## config.mk

```make
export PLATFORM = sky130hd
export DESIGN_NAME = universal_adder
export DESIGN_NICKNAME = d
export VERILOG_FILES = /design/src/rtl/universal_adder_pkg.sv /design/src/rtl/universal_adder_full_adder_bit.sv /design/src/rtl/universal_adder.sv
export SDC_FILE = /design/constraint.sdc
export NUM_CORES = 1
export LEC_CHECK = 0
export CAP_MARGIN = 10
export CORE_AREA = 3 3 40 42
export CTS_BUF_LIST = sky130_fd_sc_hd__clkbuf_4
export CTS_CLUSTER_SIZE = 16
export DETAILED_ROUTE_END_ITERATION = 8
export DIE_AREA = 0 0 43 45
export SLEW_MARGIN = 20
export SYNTH_ARGS = -nofsm -noshare
export SYNTH_HDL_FRONTEND = slang
export SYNTH_SLANG_ARGS = --single-unit
```

## constraint.sdc

```tcl
create_clock -name clk -period 0.8 [get_ports clk]
set_input_delay 0.16 -clock clk [delete_from_list [all_inputs] [get_ports clk]]
set_output_delay 0.16 -clock clk [all_outputs]
set_load 0.05 [all_outputs]
```

## src/rtl/universal_adder_pkg.sv

```systemverilog
// Shared constants for the universal_adder add/subtract slice.
package universal_adder_pkg;

    localparam logic        MODE_ADD      = 1'b0;
    localparam logic        MODE_SUB      = 1'b1;
    localparam int unsigned DEFAULT_WIDTH = 4;

endpackage

```

## src/rtl/universal_adder_full_adder_bit.sv

```systemverilog
// One-bit full adder; the top level chains WIDTH of these into a ripple-carry adder.
module full_adder_bit (
    input  logic a,
    input  logic b,
    input  logic cin,
    output logic s,
    output logic cout
);

    assign s    = a ^ b ^ cin;
    assign cout = (a & b) | (cin & (a ^ b));

endmodule

```

## src/rtl/universal_adder.sv

```systemverilog
// Registered unsigned add/subtract unit (one ripple-carry chain, 1-cycle latency).
// Define UNIVERSAL_ADDER_OVF_EN to add the registered signed-overflow output OVF.
module universal_adder
    import universal_adder_pkg::*;
#(
    parameter int unsigned WIDTH = DEFAULT_WIDTH
) (
    input  logic             clk,
    input  logic             rst,
    input  logic [WIDTH-1:0] A,
    input  logic [WIDTH-1:0] B,
    input  logic             MODE,
`ifdef UNIVERSAL_ADDER_OVF_EN
    output logic             OVF,
`endif
    output logic [WIDTH-1:0] RESULT,
    output logic             CARRY_BORROW
);

    logic [WIDTH-1:0] b_eff;
    logic [WIDTH-1:0] sum;
    logic [WIDTH:0]   carry;

    logic [WIDTH-1:0] result_d, result_q;
    logic             carry_borrow_d, carry_borrow_q;

    // Subtract is A + ~B + 1: invert B and feed MODE in as the carry-in.
    assign b_eff    = B ^ {WIDTH{MODE}};
    assign carry[0] = MODE;

    for (genvar i = 0; i < WIDTH; i++) begin : g_chain
        full_adder_bit u_fa (
            .a    (A[i]),
            .b    (b_eff[i]),
            .cin  (carry[i]),
            .s    (sum[i]),
            .cout (carry[i+1])
        );
    end

    always_comb begin
        result_d       = sum;
        // Chain carry-out is the inverse of the borrow when subtracting.
        carry_borrow_d = (MODE == MODE_SUB) ? ~carry[WIDTH] : carry[WIDTH];
    end

    always_ff @(posedge clk or posedge rst) begin
        if (rst) begin
            result_q       <= '0;
            carry_borrow_q <= 1'b0;
        end else begin
            result_q       <= result_d;
            carry_borrow_q <= carry_borrow_d;
        end
    end

    assign RESULT       = result_q;
    assign CARRY_BORROW = carry_borrow_q;

`ifdef UNIVERSAL_ADDER_OVF_EN
    logic ovf_d, ovf_q;

    always_comb begin
        ovf_d = carry[WIDTH] ^ carry[WIDTH-1];
    end

    always_ff @(posedge clk or posedge rst) begin
        if (rst) begin
            ovf_q <= 1'b0;
        end else begin
            ovf_q <= ovf_d;
        end
    end

    assign OVF = ovf_q;
`endif

endmodule

```

* Word-level counts from Yosys, hierarchy flattened *
Cells that the tools add are included.

word-level totals
  word-level logic and storage cells = 25
  flip-flop bits (word level) = 5
  memory bits (read-only) = 0
  memories kept = 0
  output and inout bits = 5
  RAM bits = 0
  latch bits = 0

cells by class
  muxes and demuxes = 1
  bitwise gates (word level) = 22
  $mul = 0
  $add $sub $neg = 0
  div/mod/pow operators = 0
  reductions and logical operators = 0
  shifts and indexed selects = 0
  $lt $le $gt $ge = 0
  equality and inequality tests = 0

operators with widths
  operator       count
  $and A1 B1 Y1  8
  $xor A1 B1 Y1  8
  $or A1 B1 Y1   4
  $xor A4 B4 Y4  1
  $mux W1        1
  $not A1 Y1     1

* Logic depth before layout (Yosys ltp) *
Gate-level depths: netlist of run 1.

  depth in word-level cells = 12
  depth in mapped cells = 7
  gate-level depth less buffers = 6

* Hierarchy *
Synthesis of run 1 repeated with hierarchy kept, for this count alone.

second synthesis, totals
  cells, all modules = 16
  area, all modules = 264.0 sq um

modules (own cells, without submodules)
  module           area an instance (sq um)  instances  cells an instance
  universal_adder  183.9                     1          12
  full_adder_bit   20.0                      4          1

* Worst setup path before layout of run 1 *
OpenSTA, ideal clock, no wires.

  path type = input to register
  start = input port MODE
  end = register carry_borrow_q, in the netlist CARRY_BORROW
  cell stages on the path = 7
  path slack = -0.874 ns
  required time = 0.678 ns
  library setup time = 0.122 ns
  arrival time = 1.551 ns
  cell sequence = buf_6 > xor2_1 > fa_1 > inv_1 > fa_1 > fa_1 > xnor2_1

on the way
  cells in the longest elaborated chain, start to end = 12
  elaborated cells on any way between the ends = 19
  classes of those cells = mux (1); bitwise (18)

ends and longest elaborated chain
  what                      line                                  source
  start, declared           universal_adder.sv:12                 input logic MODE,
  $xor A4 B4 Y4             universal_adder.sv:28                 assign b_eff = B ^ {WIDTH{MODE}};
  $xor A1 B1 Y1             universal_adder_full_adder_bit.sv:11  assign cout = (a & b) | (cin & (a ^ b));
  $and A1 B1 Y1             universal_adder_full_adder_bit.sv:11
  $or A1 B1 Y1              universal_adder_full_adder_bit.sv:11
  $and A1 B1 Y1             universal_adder_full_adder_bit.sv:11
  $or A1 B1 Y1              universal_adder_full_adder_bit.sv:11
  $and A1 B1 Y1             universal_adder_full_adder_bit.sv:11
  $or A1 B1 Y1              universal_adder_full_adder_bit.sv:11
  $and A1 B1 Y1             universal_adder_full_adder_bit.sv:11
  $or A1 B1 Y1              universal_adder_full_adder_bit.sv:11
  $not A1 Y1                universal_adder.sv:44                 carry_borrow_d = (MODE == MODE_SUB) ? ~carry[WIDTH] : carry[WIDTH];
  $mux W1 (*)               universal_adder.sv:44
  named net carry_borrow_d  universal_adder.sv:25                 logic carry_borrow_d, carry_borrow_q;
  end signal, assigned      universal_adder.sv:53                 carry_borrow_q <= carry_borrow_d;
  end, declared             universal_adder.sv:25

The timed path passes the listed nets; every way through them passes the cells marked *.

* Final worst setup path of run 1 *
  start = input port MODE
  end = register result_q[3], in the netlist RESULT[3]

on the way
  cells in the longest elaborated chain, start to end = 9
  elaborated cells on any way between the ends = 15
  classes of those cells = bitwise (15)

ends and longest elaborated chain
  what                         line                                  source
  $xor A4 B4 Y4                universal_adder.sv:28
  $xor A1 B1 Y1                universal_adder_full_adder_bit.sv:11
  $and A1 B1 Y1                universal_adder_full_adder_bit.sv:11
  $or A1 B1 Y1                 universal_adder_full_adder_bit.sv:11
  $and A1 B1 Y1                universal_adder_full_adder_bit.sv:11
  $or A1 B1 Y1                 universal_adder_full_adder_bit.sv:11
  $and A1 B1 Y1                universal_adder_full_adder_bit.sv:11
  $or A1 B1 Y1                 universal_adder_full_adder_bit.sv:11
  $xor A1 B1 Y1 (*)            universal_adder_full_adder_bit.sv:10  assign s = a ^ b ^ cin;
  named net g_chain[3].u_fa.s  universal_adder_full_adder_bit.sv:6   output logic s,
  end signal, assigned         universal_adder.sv:52                 result_q <= result_d;
  end, declared                universal_adder.sv:24                 logic [WIDTH-1:0] result_d, result_q;

Marked as above.

==> tab_implementation.tex, run 1 <==
\begin{tabular}{lr}
\hline
Metric & Value \\
\hline
\multicolumn{2}{l}{\textbf{Floorplan}} \\
\quad Effective utilization at floorplan & between 20\% and 30\% \\
\quad Count of boundary I/O pins & 16 \\
\quad Full die area & slightly below 2000 um\^{}2 \\
\quad Horizontal die dimension & between 40 and 50 um \\
\quad Standard-cell rows & 13 \\
\quad Die Height & 45 um \\
\quad Placeable core region & $\sim$1300 um\^{}2 \\
\multicolumn{2}{l}{\textbf{Global route}} \\
\quad Final global-route overflow total & 0 \\
\quad Aggregate global-route resource usage & 7.660\% \\
\quad Number of global-route vias before repair & 238 \\
\quad Wire length of the first global-routing pass & 945 um \\
\quad Pin count of the biggest net entering global routing & 6 \\
\quad Number of antenna violations at the first check in global routing & 0 \\
\multicolumn{2}{l}{\textbf{Setup path}} \\
\quad Endpoint type of the worst setup path & flop \\
\quad Type of the setup path with the least slack & in -> reg \\
\quad Maximum fanout encountered on the critical timing path & 3 \\
\quad Endpoint required time on the critical path & 0.93 ns \\
\quad Element type at the critical path start & primary input \\
\quad Arr. time, crit path & between 1.5 and 2 ns \\
\multicolumn{2}{l}{\textbf{Pwr}} \\
\quad Total Power & 1.301 mW \\
\quad IR Drop Worst-Case VDD & roughly 780 uV \\
\quad Total power density per cell area & 2290 nW/um\^{}2 \\
\quad Leakage & about 0.28 nW \\
\multicolumn{2}{l}{\textbf{Place}} \\
\quad \# placed instances & 52 \\
\quad RD Place Congestion & roughly 0.67 \\
\quad Post-Place Setup Slack & -1.449 ns \\
\quad Count of buffers inserted at the top-level ports & 15 \\
\quad Area after detailed placement & 509.2 um\^{}2 \\
\multicolumn{2}{l}{\textbf{Cells and area}} \\
\quad Final std cell area, no fill & $\sim$570 um\^{}2 \\
\quad Total Nets Final & 57 \\
\quad Core utilization of the finished layout & 44.21\% \\
\quad Fraction of layout instances using a drive strength above 1 & 61.90\% \\
\quad Number of inserted diodes & 0 \\
\quad Final Non-Filler Cells & 57 \\
\quad Synth-to-Final Area Change & 107.3\% \\
\multicolumn{2}{l}{\textbf{Routing}} \\
\quad Drt pass-1 iters & 1 \\
\quad Routed len/inst & 10.37 um \\
\quad Vias after detailed routing & 211 \\
\quad Detailed-route DRC error count & 0 \\
\quad Detail-routed via count per cell & between 3 and 4 \\
\quad Detail Route Antenna Nets & 0 \\
\quad Final Routed Wirelength & 591 um \\
\quad Violation count after the first detailed-route iteration & 0 \\
\multicolumn{2}{l}{\textbf{STA}} \\
\quad Fin. max-slew vios & 0 \\
\quad Actual slew at the worst max-slew pin & 0.2639 ns \\
\quad Worst hold slack across all endpoints & 0.09978 ns \\
\quad Period minus WS final & approximately 1.5 ns \\
\quad Fmax & 672.8 MHz \\
\quad Final clock period utilization by the worst path & 185.8\% \\
\quad Setup violators final & 9 \\
\quad Worst Setup Slack, final & -0.6864 ns \\
\quad Final Hold Vio Count & 0 \\
\quad RSZ-0062 raised after global routing & true \\
\quad Setup total negative slack & -2.581 ns \\
\quad Max-slew headroom at the worst pin & roughly 80\% \\
\multicolumn{2}{l}{\textbf{Logic synthesis}} \\
\quad Leading cell types by count after synthesis & sky130\_fd\_sc\_hd\_\_inv\_1 (6), sky130\_fd\_sc\_hd\_\_dfrtp\_1 (5), sky130\_fd\_sc\_hd\_\_fa\_1 (3), sky130\_fd\_sc\_hd\_\_xnor2\_1 (3), sky130\_fd\_sc\_hd\_\_xor2\_1 (2) \\
\quad Count of state elements after synthesis & 5 \\
\quad Count of warnings emitted by yosys & 0 \\
\quad Unique masters post-synth & 7 \\
\quad Most used flip-flop cell after synthesis & sky130\_fd\_sc\_hd\_\_dfrtp\_1 \\
\quad Number of enable flip-flop cells after synthesis & 0 \\
\quad Cell count after synthesis & 21 \\
\quad Mean instance size in the synthesized netlist & $\sim$13 um\^{}2 \\
\quad Synth area leaders & sky130\_fd\_sc\_hd\_\_dfrtp\_1 (46\%), sky130\_fd\_sc\_hd\_\_fa\_1 (22\%), sky130\_fd\_sc\_hd\_\_xnor2\_1 (9.6\%), sky130\_fd\_sc\_hd\_\_inv\_1 (8.2\%), sky130\_fd\_sc\_hd\_\_xor2\_1 (6.4\%) \\
\quad Register area share after synthesis & 45.66\% \\
\quad Netlist area before placement & 274.0 um\^{}2 \\
\quad Area share of the largest cell type after synthesis & 45.66\% \\
\quad Top-count cell post-synth & sky130\_fd\_sc\_hd\_\_inv\_1 \\
\quad Async set or reset register ratio after synthesis & 100.0\% \\
\quad Library cell with the largest summed area after synthesis & sky130\_fd\_sc\_hd\_\_dfrtp\_1 \\
\quad Synthesized netlist net count & 35 \\
\multicolumn{2}{l}{\textbf{Clock network}} \\
\quad Buffers from clock root to sink, at most & 2 \\
\quad Clock Root Buffer & sky130\_fd\_sc\_hd\_\_clkbuf\_4 \\
\quad TritonCTS Buffers & 3 \\
\quad Clock tree from TritonCTS & built \\
\quad Sink Count & 5 \\
\quad H-tree depth & 1 \\
\quad Clock transition at the register clock pins on the worst setup and hold paths after CTS & 0.04 ns \\
\quad CTS Hold Bufs & 0 \\
\multicolumn{2}{l}{\textbf{Worst hold path}} \\
\quad Hold WC Path Type & in -> reg \\
\multicolumn{2}{l}{\textbf{Run status}} \\
\quad Run status & finished with violations \\
\quad Violated checks & negative setup slack \\
\multicolumn{2}{l}{\textbf{Job}} \\
\quad Reported max-cap violation count & 0 \\
\hline
\end{tabular}
==> critical path: stages <==
cell and delay, ns:
sky130_fd_sc_hd__buf_8 0.10, sky130_fd_sc_hd__buf_4 0.14, sky130_fd_sc_hd__buf_4 0.14, sky130_fd_sc_hd__xnor2_2 0.14, sky130_fd_sc_hd__fa_2 0.38, sky130_fd_sc_hd__fa_2 0.53, sky130_fd_sc_hd__inv_1 0.03
==> final cells by class <==
| type | count | area, um^2 |
|---|---|---|
| well taps | 15 | 18.77 |
| inverters | 6 | 22.52 |
| multi-input cells | 9 | 148.9 |
| flip-flops and latches | 5 | 125.1 |
| fillers | 121 | 716.9 |
| clock buffers | 4 | 30.03 |
| repair buffers | 18 | 222.7 |
==> power by group <==
group / total [mW] / internal (mW) / leakage, nW / switching (mW)
Combinational: 0.633 / 0.327 / 0.203 / 0.307
Clock: 0.314 / 0.222 / 0.0184 / 0.0926
Sequential: 0.353 / 0.310 / 0.0583 / 0.0433
Total: 1.30 / 0.858 / 0.280 / 0.443
==> worst paths after layout <==
check	startpoint	end	slack, ns	cells past startpoint
worst min-delay path	B[0]	RESULT[0]	0.1	2
max in group asynchronous	rst	RESULT[3]	0.52	2
worst max-delay path	MODE	RESULT[3]	-0.69	7
min in group asynchronous	rst	RESULT[0]	0.12	2
==> kinds of logic (layout without fill, tap and decap cells) <==
logic type,count (synthesis),count (layout),synth area share (%)
adders and majority gates,3,3,21.92
DFF,5,5,45.66
muxes,1,1,4.109
buffers and inverters,7,28,12.33
xor gates and xnor gates,5,5,15.98
==> layout by cell type (no fill, tap or decap), drive strengths merged <==
cell type,instances
xnor2,3
dfrtp,5
dlymetal6s2s,1
xor2,2
mux2,1
dlygate4sd2,2
buf,12
inv,6
clkdlybuf4s50,3
fa,3
clkbuf,4
==> state kept, by name, summed over array words and instances, names as in the netlist <==
| register | count |
|---|---|
| RESULT | 4 |
| CARRY_BORROW | 1 |
==> timing repair <==
action / CTS / global route
endpoints found under the setup margin: 9 / 9
gates resized for setup: 24 / 6
pin swaps: 5 / 4
buffers inserted: 0 / 1
==> per-layer routing <==
layer	GRT usage (%)	share of wire, %	wire length (um)
met5	0	0	0
met4	9.036	4.1	24
met3	3.586	15	91
met2	13.77	54	322
met1	5.224	26	153
No activity file was read; power rests on OpenSTA's default activity.
==> inputs of run 2 (changes only) <==
--- a/config.mk
+++ b/config.mk
@@ -11,6 +11,7 @@
 export CTS_CLUSTER_SIZE = 16
 export DETAILED_ROUTE_END_ITERATION = 8
 export DIE_AREA = 0 0 43 45
+export DONT_BUFFER_PORTS = 1
 export SLEW_MARGIN = 20
 export SYNTH_ARGS = -nofsm -noshare
 export SYNTH_HDL_FRONTEND = slang
==> run 2 against run 1 <==
Compared with the run above:
- the run still ends with negative setup slack left
- utilization fell by 8.3 points
- global-route usage fell by 1.5 points
- via count decreased by 19%
- sequential power barely moved
- sequential cell count is the same
- critical path depth decreased by 1
- non-clock buffer count decreased by 11
- worst hold slack worse by 0.089 ns
- total power shrank 5.3%
- fmax up 11%
- count of clock-buffer cells in the layout is the same
- combinational power decreased by 12%
- largest power group unchanged
==> tab_implementation.tex, run 2 (synthesis gave the netlist of run 1 again) <==
\begin{tabular}{lr}
\hline
Metric & Value \\
\hline
\multicolumn{2}{l}{\textbf{Routing}} \\
\quad Detail-routed via count per cell & 3.696 (-0.16\%) \\
\quad Routed len/inst & 10.52 um (+1.5\%) \\
\quad Drt pass-1 iters & 1 (unchanged) \\
\quad Final Routed Wirelength & 484 um (-18\%) \\
\quad Detail Route Antenna Nets & 0 (unchanged) \\
\quad Detailed-route DRC error count & 0 (unchanged) \\
\quad Violation count after the first detailed-route iteration & 0 (unchanged) \\
\quad Vias after detailed routing & 170 (-19\%) \\
\multicolumn{2}{l}{\textbf{Setup path}} \\
\quad Maximum single-stage delay on the critical path & 0.43 ns (-0.10 ns) \\
\quad Arr. time, crit path & 1.52 ns (-0.10 ns) \\
\quad Cells along the critical path & mux2\_4 -> fa\_2 -> inv\_2 -> fa\_2 -> fa\_2 -> inv\_2 \\
\quad Most frequent cell on the critical path & sky130\_fd\_sc\_hd\_\_fa\_2 \\
\quad Endpoint required time on the critical path & 0.98 ns (+0.05 ns) \\
\quad Crit path max-delay cell type & sky130\_fd\_sc\_hd\_\_fa\_2 \\
\quad Cell family with most CP delay & adder cells \\
\quad Type of the setup path with the least slack & in -> reg \\
\quad Element type at the critical path start & primary input \\
\quad Endpoint type of the worst setup path & flop \\
\quad Worst path bufs/invs & 2 (-2) \\
\quad Maximum fanout encountered on the critical timing path & 2 (-1) \\
\multicolumn{2}{l}{\textbf{Global route}} \\
\quad Wire length of the first global-routing pass & 772 um (-18\%) \\
\quad Number of global-route vias before repair & 210 (-12\%) \\
\quad Pin count of the biggest net entering global routing & 6 (unchanged) \\
\quad Number of antenna violations at the first check in global routing & 0 (unchanged) \\
\quad Aggregate global-route resource usage & 6.166\% (-1.5 points) \\
\quad Final global-route overflow total & 0 (unchanged) \\
\multicolumn{2}{l}{\textbf{Place}} \\
\quad Count of buffers inserted at the top-level ports & 0 (-15) \\
\quad RD Place Congestion & 0.7690 (+15\%) \\
\quad Area after detailed placement & 394.1 um\^{}2 (-23\%) \\
\multicolumn{2}{l}{\textbf{Pwr}} \\
\quad Total power density per cell area & 2667 nW/um\^{}2 (+17\%) \\
\quad IR Drop Worst-Case VDD & 670.0 uV (-14\%) \\
\quad Leakage & 0.2062 nW (-26\%) \\
\quad Total Power & 1.232 mW (-5.3\%) \\
\multicolumn{2}{l}{\textbf{Cells and area}} \\
\quad Commonest cells after routing, fill and taps aside & sky130\_fd\_sc\_hd\_\_dfrtp\_1 (5), sky130\_fd\_sc\_hd\_\_buf\_12 (5), sky130\_fd\_sc\_hd\_\_clkbuf\_4 (4) \\
\quad Fraction of layout instances using a drive strength above 1 & 54.84\% (-7.1 points) \\
\quad Final std cell area, no fill & 461.7 um\^{}2 (-19\%) \\
\quad Flip-flop count of the largest register after layout & 4 (unchanged) \\
\quad Total Nets Final & 46 (-19\%) \\
\quad Number of inserted diodes & 0 (unchanged) \\
\quad Synth-to-Final Area Change & 68.49\% \\
\quad Filler cells & 128 (+5.8\%) \\
\multicolumn{2}{l}{\textbf{Run status}} \\
\quad Violated checks & negative setup slack \\
\quad Run status & finished with violations \\
\multicolumn{2}{l}{\textbf{STA}} \\
\quad RSZ-0062 raised after global routing & true \\
\quad Fin. max-slew vios & 0 (unchanged) \\
\quad Final Hold Vio Count & 0 (unchanged) \\
\quad Worst hold slack across all endpoints & 0.01083 ns (-0.08895 ns) \\
\quad Max-slew headroom at the worst pin & 84.51\% (+2.2 points) \\
\quad Setup total negative slack & -2.045 ns (+0.5359 ns) \\
\quad Period minus WS final & 1.341 ns (-0.1458 ns) \\
\quad Fmax & 745.9 MHz (+11\%) \\
\quad Worst Setup Slack, final & -0.5406 ns (+0.1458 ns) \\
\quad Actual slew at the worst max-slew pin & 0.2306 ns (-0.03323 ns) \\
\quad Final clock period utilization by the worst path & 167.6\% (-18 points) \\
\quad Setup violators final & 8 (-1) \\
\multicolumn{2}{l}{\textbf{Floorplan}} \\
\quad Standard-cell rows & 13 (unchanged) \\
\quad Die Height & 45 um (unchanged) \\
\quad Full die area & 1935 um\^{}2 (unchanged) \\
\quad Placeable core region & 1285 um\^{}2 (unchanged) \\
\quad Horizontal die dimension & 43 um (unchanged) \\
\quad Effective utilization at floorplan & 21.32\% (unchanged) \\
\quad Count of boundary I/O pins & 16 (unchanged) \\
\multicolumn{2}{l}{\textbf{Clock network}} \\
\quad TritonCTS Buffers & 3 (unchanged) \\
\quad Sink Count & 5 (unchanged) \\
\quad Buffers from clock root to sink, at most & 2 (unchanged) \\
\quad Clock tree from TritonCTS & built \\
\quad Clock Root Buffer & sky130\_fd\_sc\_hd\_\_clkbuf\_4 \\
\quad Clock transition at the register clock pins on the worst setup and hold paths after CTS & 0.04 ns (about the same) \\
\quad H-tree depth & 1 (unchanged) \\
\multicolumn{2}{l}{\textbf{Job}} \\
\quad Reported max-cap violation count & 0 (unchanged) \\
\multicolumn{2}{l}{\textbf{Worst hold path}} \\
\quad Hold WC Path Type & in -> reg \\
\hline
\end{tabular}
run 2: changes by cell type in the layout (fill, tap and decap cells not counted), sizes merged:
| cell | before | now |
|---|---|---|
| clkdlybuf4s50 | 3 | 0 |
| dlymetal6s2s | 1 | 0 |
| dlygate4sd2 | 2 | 0 |
| dlygate4sd3 | 0 | 2 |
| buf | 12 | 5 |
run 2: worst paths after layout:
path	startpoint	to	slack (ns)	depth (start not counted)
worst max-delay path	B[0]	RESULT[3]	-0.54	6
worst min-delay path	B[0]	RESULT[0]	0.01	1
max in group asynchronous	rst	RESULT[1]	0.38	2
min in group asynchronous	rst	RESULT[2]	0.26	2
run 2: area by class of cell:
cell class | count | area [um^2] | area share (%)
tap | 15 | 18.77 | 4.065
inverter | 6 | 22.52 | 4.878
multi-input combinational | 9 | 145.1 | 31.44
timing repair buffer | 7 | 120.1 | 26.02
clock buffer | 4 | 30.03 | 6.504
sequential | 5 | 125.1 | 27.10
run 2: per-layer routing:
metal	share of wire, %	vias up	GRT usage (%)	wire length (um)
met1	31	78	5.528	150
met2	50	16	9.281	241
li1	-	76	-	-
met5	0	-	0	0
met3	19	0	3.187	92
met4	0	0	7.229	0
run 2: stage by stage:
stage	utilization (%)	worst slack, ns	instances
2_1_floorplan	-	-0.8267	21
3_3_place_gp	30.67	-0.7828	40
3_5_place_dp	30.67	-0.8041	40
4_1_cts	35.93	-0.5328	46
5_1_grt	35.93	-0.5619	46
6_report	35.93	-0.5406	46
run 2: power by group:
part           internal, mW  switching [mW]
Sequential            0.309          0.0458
Combinational         0.279           0.280
Clock                 0.222          0.0951
run 2: timing repair:
item,in CTS,in global routing
endpoints found under the hold margin,6,0
pin swaps,1,0
endpoints found under the setup margin,9,8
gates resized for setup,4,1
buffers inserted,0,0
hold buffers,2,0
==> inputs of run 3 (changes only) <==
--- a/config.mk
+++ b/config.mk
@@ -12,6 +12,7 @@
 export DETAILED_ROUTE_END_ITERATION = 8
 export DIE_AREA = 0 0 43 45
 export DONT_BUFFER_PORTS = 1
+export PLACE_DENSITY = 0.35
 export SLEW_MARGIN = 20
 export SYNTH_ARGS = -nofsm -noshare
 export SYNTH_HDL_FRONTEND = slang
==> run 3 against run 2 <==
Compared with the run above:
- the flow still finishes with violations (negative setup slack)
- non-clock buffer count shrank 1
- fmax rose by 0.84%
- worst hold slack got worse by 0.0040 ns
- critical path type unchanged
- critical endpoint unchanged
- largest power group unchanged
==> tab_implementation.tex, run 3 (synthesis gave the netlist of run 1 again) <==
\begin{tabular}{lr}
\hline
Metric & Value \\
\hline
\multicolumn{2}{l}{\textbf{STA}} \\
\quad Setup total negative slack & -2.046 ns (-0.0009800 ns) \\
\quad Fin. max-slew vios & 0 (unchanged) \\
\quad RSZ-0062 raised after global routing & true \\
\quad Setup violators final & 8 (unchanged) \\
\quad Fmax & 752.2 MHz (+0.84\%) \\
\quad Worst hold slack across all endpoints & 0.006788 ns (-0.004041 ns) \\
\quad Final Hold Vio Count & 0 (unchanged) \\
\quad Actual slew at the worst max-slew pin & 0.2177 ns (-0.01291 ns) \\
\quad Final clock period utilization by the worst path & 166.2\% (-1.4 points) \\
\quad Max-slew headroom at the worst pin & 85.38\% (+0.87 points) \\
\quad Period minus WS final & 1.329 ns (-0.01116 ns) \\
\quad Worst Setup Slack, final & -0.5294 ns (+0.01116 ns) \\
\multicolumn{2}{l}{\textbf{Cells and area}} \\
\quad Number of inserted diodes & 0 (unchanged) \\
\quad Fraction of layout instances using a drive strength above 1 & 56.67\% (+1.8 points) \\
\quad Filler cells & 135 (+5.5\%) \\
\quad Total Nets Final & 45 (-2.2\%) \\
\quad Flip-flop count of the largest register after layout & 4 (unchanged) \\
\quad Final Non-Filler Cells & 45 (-2.2\%) \\
\quad Synth-to-Final Area Change & 64.84\% \\
\quad Commonest cells after routing, fill and taps aside & sky130\_fd\_sc\_hd\_\_dfrtp\_1 (5), sky130\_fd\_sc\_hd\_\_buf\_12 (5), sky130\_fd\_sc\_hd\_\_clkbuf\_4 (4) \\
\multicolumn{2}{l}{\textbf{Setup path}} \\
\quad Crit path max-delay cell type & sky130\_fd\_sc\_hd\_\_fa\_2 \\
\quad Endpoint required time on the critical path & 0.99 ns (about the same) \\
\quad Most frequent cell on the critical path & sky130\_fd\_sc\_hd\_\_fa\_2 \\
\quad Type of the setup path with the least slack & in -> reg \\
\quad Maximum single-stage delay on the critical path & 0.43 ns (about the same) \\
\quad Endpoint type of the worst setup path & flop \\
\quad Element type at the critical path start & primary input \\
\quad Maximum fanout encountered on the critical timing path & 2 (unchanged) \\
\quad Cells along the critical path & mux2\_4 -> fa\_2 -> inv\_2 -> fa\_2 -> fa\_2 -> inv\_2 \\
\quad Arr. time, crit path & 1.51 ns (about the same) \\
\multicolumn{2}{l}{\textbf{Routing}} \\
\quad Vias after detailed routing & 159 (-6.5\%) \\
\quad Detail-routed via count per cell & 3.533 (-4.4\%) \\
\quad Routed len/inst & 11.44 um (+8.8\%) \\
\quad Violation count after the first detailed-route iteration & 0 (unchanged) \\
\quad Drt pass-1 iters & 1 (unchanged) \\
\quad Detailed-route DRC error count & 0 (unchanged) \\
\quad Detail Route Antenna Nets & 0 (unchanged) \\
\quad Final Routed Wirelength & 515 um (+6.4\%) \\
\multicolumn{2}{l}{\textbf{Pwr}} \\
\quad Cell internal pwr & 806.4 uW (-0.53\%) \\
\quad Total power density per cell area & 2745 nW/um\^{}2 (+2.9\%) \\
\quad Fraction of power spent switching nets & 34.97\% (+0.79 points) \\
\quad IR Drop Worst-Case VDD & 1033 uV (+54\%) \\
\quad Combinational share of power & 44.6\% (-0.8 points) \\
\quad Sequential group share of total power & 28.6\% (-0.2 points) \\
\quad Switching component of the power & 433.6 uW (+3.0\%) \\
\quad Clock power share & 26.8\% (+1.1 points) \\
\quad Leakage & 0.2020 nW (-2.0\%) \\
\multicolumn{2}{l}{\textbf{Floorplan}} \\
\quad Die Height & 45 um (unchanged) \\
\quad Full die area & 1935 um\^{}2 (unchanged) \\
\quad Effective utilization at floorplan & 21.32\% (unchanged) \\
\quad Standard-cell rows & 13 (unchanged) \\
\quad Horizontal die dimension & 43 um (unchanged) \\
\quad Placeable core region & 1285 um\^{}2 (unchanged) \\
\quad Count of boundary I/O pins & 16 (unchanged) \\
\multicolumn{2}{l}{\textbf{Worst hold path}} \\
\quad Hold WC Path Type & in -> reg \\
\quad Worst Hold Endpoint & RESULT[0] \\
\quad HP Start & A[0] \\
\quad Cell depth of the worst hold path & 1 (unchanged) \\
\multicolumn{2}{l}{\textbf{Job}} \\
\quad Reported max-cap violation count & 0 (unchanged) \\
\multicolumn{2}{l}{\textbf{Global route}} \\
\quad Aggregate global-route resource usage & 6.313\% (+0.15 points) \\
\quad Pin count of the biggest net entering global routing & 6 (unchanged) \\
\quad Number of global-route vias before repair & 185 (-12\%) \\
\quad Wire length of the first global-routing pass & 765 um (-0.91\%) \\
\quad Final global-route overflow total & 0 (unchanged) \\
\quad Number of antenna violations at the first check in global routing & 0 (unchanged) \\
\multicolumn{2}{l}{\textbf{Clock network}} \\
\quad Sink Count & 5 (unchanged) \\
\quad Clock tree from TritonCTS & built \\
\quad H-tree depth & 1 (unchanged) \\
\quad Post-CTS Repair Setup Buffers & 0 (unchanged) \\
\quad Buffers from clock root to sink, at most & 2 (unchanged) \\
\quad TritonCTS Buffers & 3 (unchanged) \\
\quad Clock Root Buffer & sky130\_fd\_sc\_hd\_\_clkbuf\_4 \\
\quad Clock transition at the register clock pins on the worst setup and hold paths after CTS & 0.04 ns (about the same) \\
\multicolumn{2}{l}{\textbf{Place}} \\
\quad \# placed instances & 40 (unchanged) \\
\quad Post-Place Setup Slack & -0.8019 ns (+0.002219 ns) \\
\quad RD Place Congestion & 0.6362 (-17\%) \\
\quad Count of buffers inserted at the top-level ports & 0 (unchanged) \\
\multicolumn{2}{l}{\textbf{Run status}} \\
\quad Violated checks & negative setup slack \\
\quad Run status & finished with violations \\
\hline
\end{tabular}
[run 3: cell count changes in the layout (fill, tap and decap cells not counted), sizes merged]
cell	change
dlygate4sd3	-1
[run 3: layout make-up]
| class | instances | area (um^2) | area share, % |
|---|---|---|---|
| Multi-Input combinational cell | 9 | 145.1 | 32.13 |
| Sequential cell | 5 | 125.1 | 27.70 |
| Timing Repair Buffer | 6 | 110.1 | 24.38 |
| Clock buffer | 4 | 30.03 | 6.648 |
| Inverter | 6 | 22.52 | 4.986 |
| Tap cell | 15 | 18.77 | 4.155 |
[run 3: how the worst max path moves through the flow]
stage / depth (start not counted) / slack, ns / endpoint / from
after detailed placement: 6 / -0.80 / RESULT[3] / B[0]
after floorplan: 7 / -0.83 / CARRY_BORROW / MODE
final: 6 / -0.53 / RESULT[3] / B[0]
after global placement: 6 / -0.78 / RESULT[3] / B[0]
after global routing: 6 / -0.56 / RESULT[3] / B[0]
after CTS: 6 / -0.53 / RESULT[3] / B[0]
[run 3: repair_timing]
action	in CTS	in global routing
resized for setup	3	2
endpoints found under the hold margin	5	0
pin swaps	2	0
hold buffers	1	0
endpoints found under the setup margin	9	8
[run 3: metrics by stage]
step | utilization [%] | area (um^2) | total power, mW
after floorplan | - | 290.3 | 0.6239
after global placement | 30.67 | 394.1 | 0.8832
after detailed placement | 30.67 | 394.1 | 0.8932
after CTS | 35.15 | 451.7 | 1.238
after global routing | 35.15 | 451.7 | 1.302
final | 35.15 | 451.7 | 1.240
[run 3: worst max-delay path: cells and delay by family]
kind / cells / cell delay, ns
adder cells (fa/ha/maj): 3 / 0.95
multiplexers: 1 / 0.28
buffers and inverters: 2 / 0.11
[run 3: power by group through the flow]
stage	Sequential, mW	Combinational (mW)	Clock, mW
after global routing	0.358	0.581	0.363
final	0.355	0.552	0.332
after global placement	0.356	0.528	0
after CTS	0.356	0.546	0.336
after floorplan	0.525	0.0993	0
after detailed placement	0.359	0.534	0
[run 3: layer usage]
metal | track usage [%] | routed length (um) | vias to the layer above
li1 | - | - | 73
met1 | 4.478 | 103 | 72
met3 | 3.187 | 74 | 2
met5 | 0 | 0 | -
met2 | 11.08 | 318 | 12
met4 | 7.229 | 19 | 0
==> patch 1: new RTL, config.mk and constraints of run 1 <==
The package constant `DEFAULT_WIDTH` goes from 4 to 5.
--- a/src/rtl/universal_adder_pkg.sv
+++ b/src/rtl/universal_adder_pkg.sv
@@ -4,5 +4,5 @@
     localparam logic        MODE_ADD      = 1'b0;
     localparam logic        MODE_SUB      = 1'b1;
-    localparam int unsigned DEFAULT_WIDTH = 4;
+    localparam int unsigned DEFAULT_WIDTH = 5;
 
 endpackage
Interface: changed (resized A, B and RESULT); port bits go from 16 to 19. No check against the original RTL was run, so the function may have changed too.
==> patch 1 against run 1 <==
The run still ends with setup timing left. Routed wire length grew 1.9%. Sequential share of layout area decreased by 0.21 points. Setup slack worse by 340 ps. Total power is 16% higher. Count of clock-buffer cells in the layout down 1. Critical path depth increased by 2. Sequential cell count is 1 higher. Synthesized area up 26%. Cell area up 21%. Critical path type unchanged.
==> patch 1: results (changes against run 1) <==
- The run finished, with violations left.
- The final reports fail on setup timing.
- The maximum number of pins on one net before global-route repair is 7 (+1).
- The wire length of the first global-routing pass is 1120 um (+18%).
- The number of global-route vias before repair is 274 (+15%).
- The worst slack after detailed placement was -1740 ps (-286 ps).
- The wire length per cell came to 9.26 um (-11%).
- The met1 routed wirelength after detailed routing was 163 um (+6.5%).
- The antenna cell count is 0 (unchanged).
- The global routing met2 resource utilization is 0.153 (+0.0150).
- The count of H-tree levels built during CTS is 1 (unchanged).
- The min-delay analysis places its worst path in the category in2async.
- The total area of multi-input combinational cells came to 191 um^2 (+29%).
- After synthesis, the cell types taking the most area are dfrtp_1 43%, fa_1 23%, xnor2_1 10%, inv_1 9.8%, xor2_2 4.7%.
- The reported leakage power is 0.318 nW (+14%).
- The initial antenna violation count was 0 (unchanged).
- Among all flip-flop cells after synthesis, the most frequent one is dfrtp_1.
- The count of input and output buffers is 18 (+3).
- The data arrival time of the critical path is 1960 ps (+340 ps).
- The share of async-settable or async-resettable flops after synthesis came to 1.00 (unchanged).
- The filler cell count in the final layout is 106 (-12%).
- The routed via count came to 246 (+17%).
- The worst ir drop on vdd is 837 uV (+7.4%).
- The detailed-routing iteration count for the pre-antenna-repair pass is 1 (unchanged).
- The layout cell share with drive strength beyond 1 is 0.580 (-0.0390).
- The number of buffers created by CTS is 3 (unchanged).
- The number of synthesis warnings is 0 (unchanged).
- The routability congestion estimate from global placement is 0.670 (+0.24%).
- The placed wire-length estimate is 559 um.
- The maximum fanout along the worst path is 2 (-1).
- The routed length on met2 is 348 um (+8.1%).
- The total setup violations reported at the end of the flow is 11 (+2).
- Ranked by instance count, the synthesized netlist is headed by 9 x inv_1, 6 x dfrtp_1, 4 x fa_1, 4 x xnor2_1.
- The fraction of the yosys area taken by sequential cells was 0.435 (-0.0218).
- The post-CTS clock slew at the launch and capture registers of the worst setup and hold paths is 40 ps (about the same).
- The met3 wirelength from detailed routing is 69 um (-24%).
- The highest routed metal layer is met4.
- The maximum number of buffers from clock root to sink is 2 (unchanged).
- The number of flip-flops under the largest register name is 5 (+1).
- The met3 usage in global routing is 0.0239 (-0.0120).
- The synthesized netlist net count was 44 (+26%).
- The transition time of the tightest slew-check pin is 223 ps (-40.8 ps).
- The final critical-path setup slack is -1030 ps (-339 ps).
- The number of design-rule violations left by the first detailed-router iteration was 0 (unchanged).
- The count of nets after finishing is 69 (+21%).
- The total setup buffers inserted after CTS is 0 (unchanged).
- The count of unique library cells instantiated by Yosys was 8 (+1).
- The combined global-route utilization of all metal layers is 0.0887 (+0.0121).
- The met1 capacity usage during global routing was 0.0754 (+0.0231).
- The tree is rooted in a clkbuf_4.
patch 1: cell count changes after synthesis, sizes merged:
cell / before / now
inv: 6 / 9
mux2i: 0 / 1
mux2: 1 / 0
dfrtp: 5 / 6
xnor2: 3 / 4
fa: 3 / 4
patch 1: final cells by class:
cell class / count / share of cell area
inverter: 9 / 0.0491
timing repair buffer: 21 / 0.395
clock buffer: 3 / 0.0327
multi-input combinational: 11 / 0.278
tap: 15 / 0.0273
sequential: 6 / 0.218
patch 1: cell families after synthesis:
group	synth area share
buf+inv	0.130
mux	0.0290
fa+ha+maj	0.232
xor+xnor	0.174
flops	0.435
patch 1: critical path: stages:
cell and delay, ps:
buf_8 100, mux2i_4 170, fa_2 330, inv_2 70
fa_2 190, inv_2 40, fa_2 340, fa_2 540
inv_2 30
patch 1: report_power, final:
part           switching (mW)  internal (mW)
Clock                  0.0986          0.169
Sequential             0.0558          0.376
Combinational           0.389          0.417
patch 1: metrics by stage:
step | TNS, ps | power, mW | cell area, um^2 | std cells
floorplan | -3880 | 0.792 | 380 | 27
global placement | -6590 | 1.20 | 642 | 62
detailed placement | -6860 | 1.22 | 642 | 62
CTS | -4490 | 1.51 | 674 | 65
global route | -4120 | 1.58 | 688 | 65
finish | -3880 | 1.50 | 688 | 65
patch 1: worst paths after layout:
check                      cells after the start                   to  slack, ps  from
setup / recovery                               9  RESULT[4]$_DFF_PP0_      -1030  B[0]
hold / removal                                 2  RESULT[4]$_DFF_PP0_        130   rst
max in group asynchronous                      2  RESULT[1]$_DFF_PP0_        500   rst
min in group clk                               3  RESULT[0]$_DFF_PP0_        190  B[0]
patch 1: what timing repair did:
action,CTS,global route
gates cloned,0,0
hold buffers,0,0
gates resized for setup,23,13
setup endpoints to repair,11,11
pin swaps,4,6
==> patch 2: new RTL, settings of run 1 <==
Made on the original files. Register the output `CARRY_BORROW` once more, with the module's reset; this adds one clock of latency there. The other outputs are not delayed to match.
--- a/src/rtl/universal_adder.sv
+++ b/src/rtl/universal_adder.sv
@@ -56,5 +56,11 @@
 
     assign RESULT       = result_q;
-    assign CARRY_BORROW = carry_borrow_q;
+    always_ff @(posedge clk or posedge rst) begin
+        if (rst) begin
+            CARRY_BORROW <= '0;
+        end else begin
+            CARRY_BORROW <= carry_borrow_q;
+        end
+    end
 
 `ifdef UNIVERSAL_ADDER_OVF_EN
Behaviour: not the same (a bounded check fails within 4 cycles, from zero or initial values and one cycle with rst high).
==> patch 2 against run 1 <==
The flow still finishes with violations (setup timing). Sequential cell count is 1 higher. Cell area is 5.1% higher. Critical path depth stayed put. First-iteration DRC count stayed put. Critical path type unchanged. Global-route usage is 0.56 points lower. Routed wire length is 2.5% lower. Sequential share of layout area is 3.1 points higher. Synthesized cell count is 4.8% higher. Largest power group unchanged. Synthesized area is 9.1% higher. Total power is 1.1% higher. Setup slack better by 15 ps.
==> patch 2: results (changes against run 1) <==
- The detailed-routing iteration count for the pre-antenna-repair pass is 1 (unchanged).
- The count of H-tree levels built during CTS is 1 (unchanged).
- The number of flip-flops under the largest register name is 4 (unchanged).
- The routed via count was 225 (+6.6%).
- The reported leakage power came to 0.294 nW (+5.1%).
- The setup TNS after final layout is -2520 ps (+62.9 ps).
- The final critical-path setup slack is -671 ps (+15.0 ps).
- The maximum fanout along the worst path is 4 (+1).
- The routability congestion estimate from global placement is 0.676 (+1.1%).
- The layout cell share with drive strength beyond 1 is 0.636 (+0.0173).
- In the synthesized netlist, the cells that appear most often are 6 x dfrtp_1, 6 x inv_1, 3 x fa_1, 3 x xnor2_1, 2 x xor2_1.
- The highest routed metal layer is met3.
- The min-delay analysis places its worst path in the category in2async.
- The synthesized netlist net count came to 36 (+2.9%).
- The kind of cell with the highest combined delay along the critical path is adder cells.
- The filler cell count in the final layout came to 131 (+8.3%).
- In this run the clock root is driven by a clkbuf_4.
- Sorting the synthesized cells by area gives the leading types as dfrtp_1 50%, fa_1 20%, xnor2_1 8.8%, inv_1 7.5%, xor2_1 5.9%.
- The combined global-route utilization of all metal layers is 0.0710 (-0.00559).
- The final reports fail on setup timing.
- The fraction of the yosys area taken by sequential cells is 0.502 (+0.0455).
- The maximum number of pins on one net before global-route repair is 7 (+1).
- The total setup violations reported at the end of the flow is 9 (unchanged).
- The wire length of the first global-routing pass is 910 um (-3.7%).
- The count of nets after finishing is 60 (+5.3%).
- The routed length on met2 is 348 um (+8.1%).
- The met1 routed wirelength after detailed routing is 145 um (-5.2%).
- The terminus of the critical flop-to-flop path is CARRY_BORROW$_DFF_PP0_.
- The transition time of the tightest slew-check pin came to 237 ps (-26.9 ps).
- The number of design-rule violations left by the first detailed-router iteration is 0 (unchanged).
- The register-to-register setup slack is 330 ps.
- The flow ran to the end, but the final reports show violations.
- The met3 wirelength from detailed routing is 82 um (-9.9%).
- The worst ir drop on vdd is 737 uV (-5.4%).
- The wire length per cell is 9.76 um (-5.8%).
- The post-route worst hold slack came to 132 ps (+32.6 ps).
- The instance area at placement was 542 um^2 (+6.4%).
- The count of input and output buffers came to 15 (unchanged).
- The data arrival time of the critical path came to 1600 ps (-20 ps).
patch 2: area by class of cell:
class,count,area share
inverter,6,0.0377
sequential,6,0.252
multi-input combinational,9,0.249
timing repair buffer,20,0.392
tap,15,0.0314
clock buffer,3,0.0377
patch 2: report_power, final:
| part | switching [mW] | internal, mW | leakage [nW] |
|---|---|---|---|
| registers | 0.0468 | 0.370 | 0.0699 |
| logic | 0.306 | 0.332 | 0.210 |
| clock network | 0.0908 | 0.168 | 0.0138 |
| total | 0.444 | 0.870 | 0.294 |
patch 2: through the flow:
stage / worst slack (ps) / std cells / utilization
floorplan: -827 / 22 / -
global placement: -1350 / 54 / 0.422
detailed placement: -1410 / 54 / 0.422
CTS: -769 / 58 / 0.448
global route: -693 / 59 / 0.464
finish: -671 / 59 / 0.464
patch 2: repair_timing:
item / CTS / global route
endpoints found under the hold margin: 0 / 0
pin swaps: 5 / 5
endpoints found under the setup margin: 9 / 9
setup buffers: 1 / 1
gates resized for setup: 25 / 5
patch 2: cell families after synthesis:
group	count (synthesis)	synth area share
multiplexers	1	0.0377
buffers and inverters	7	0.113
adder cells (fa/ha/maj)	3	0.201
XOR/XNOR	5	0.146
flip-flops	6	0.502
patch 2: per-layer routing:
metal / vias to the layer above / GRT usage
li1: 103 / -
met1: 106 / 0.0529
met2: 16 / 0.138
met3: 0 / 0.0319
met4: 0 / 0.0542
met5: - / 0
patch 2: worst max-delay path by stage:
stage,endpoint,from
after floorplan,carry_borrow_q$_DFF_PP0_,MODE
after global placement,carry_borrow_q$_DFF_PP0_,MODE
after detailed placement,carry_borrow_q$_DFF_PP0_,MODE
after CTS,RESULT[3]$_DFF_PP0_,B[0]
after global routing,RESULT[3]$_DFF_PP0_,B[0]
final,RESULT[3]$_DFF_PP0_,MODE
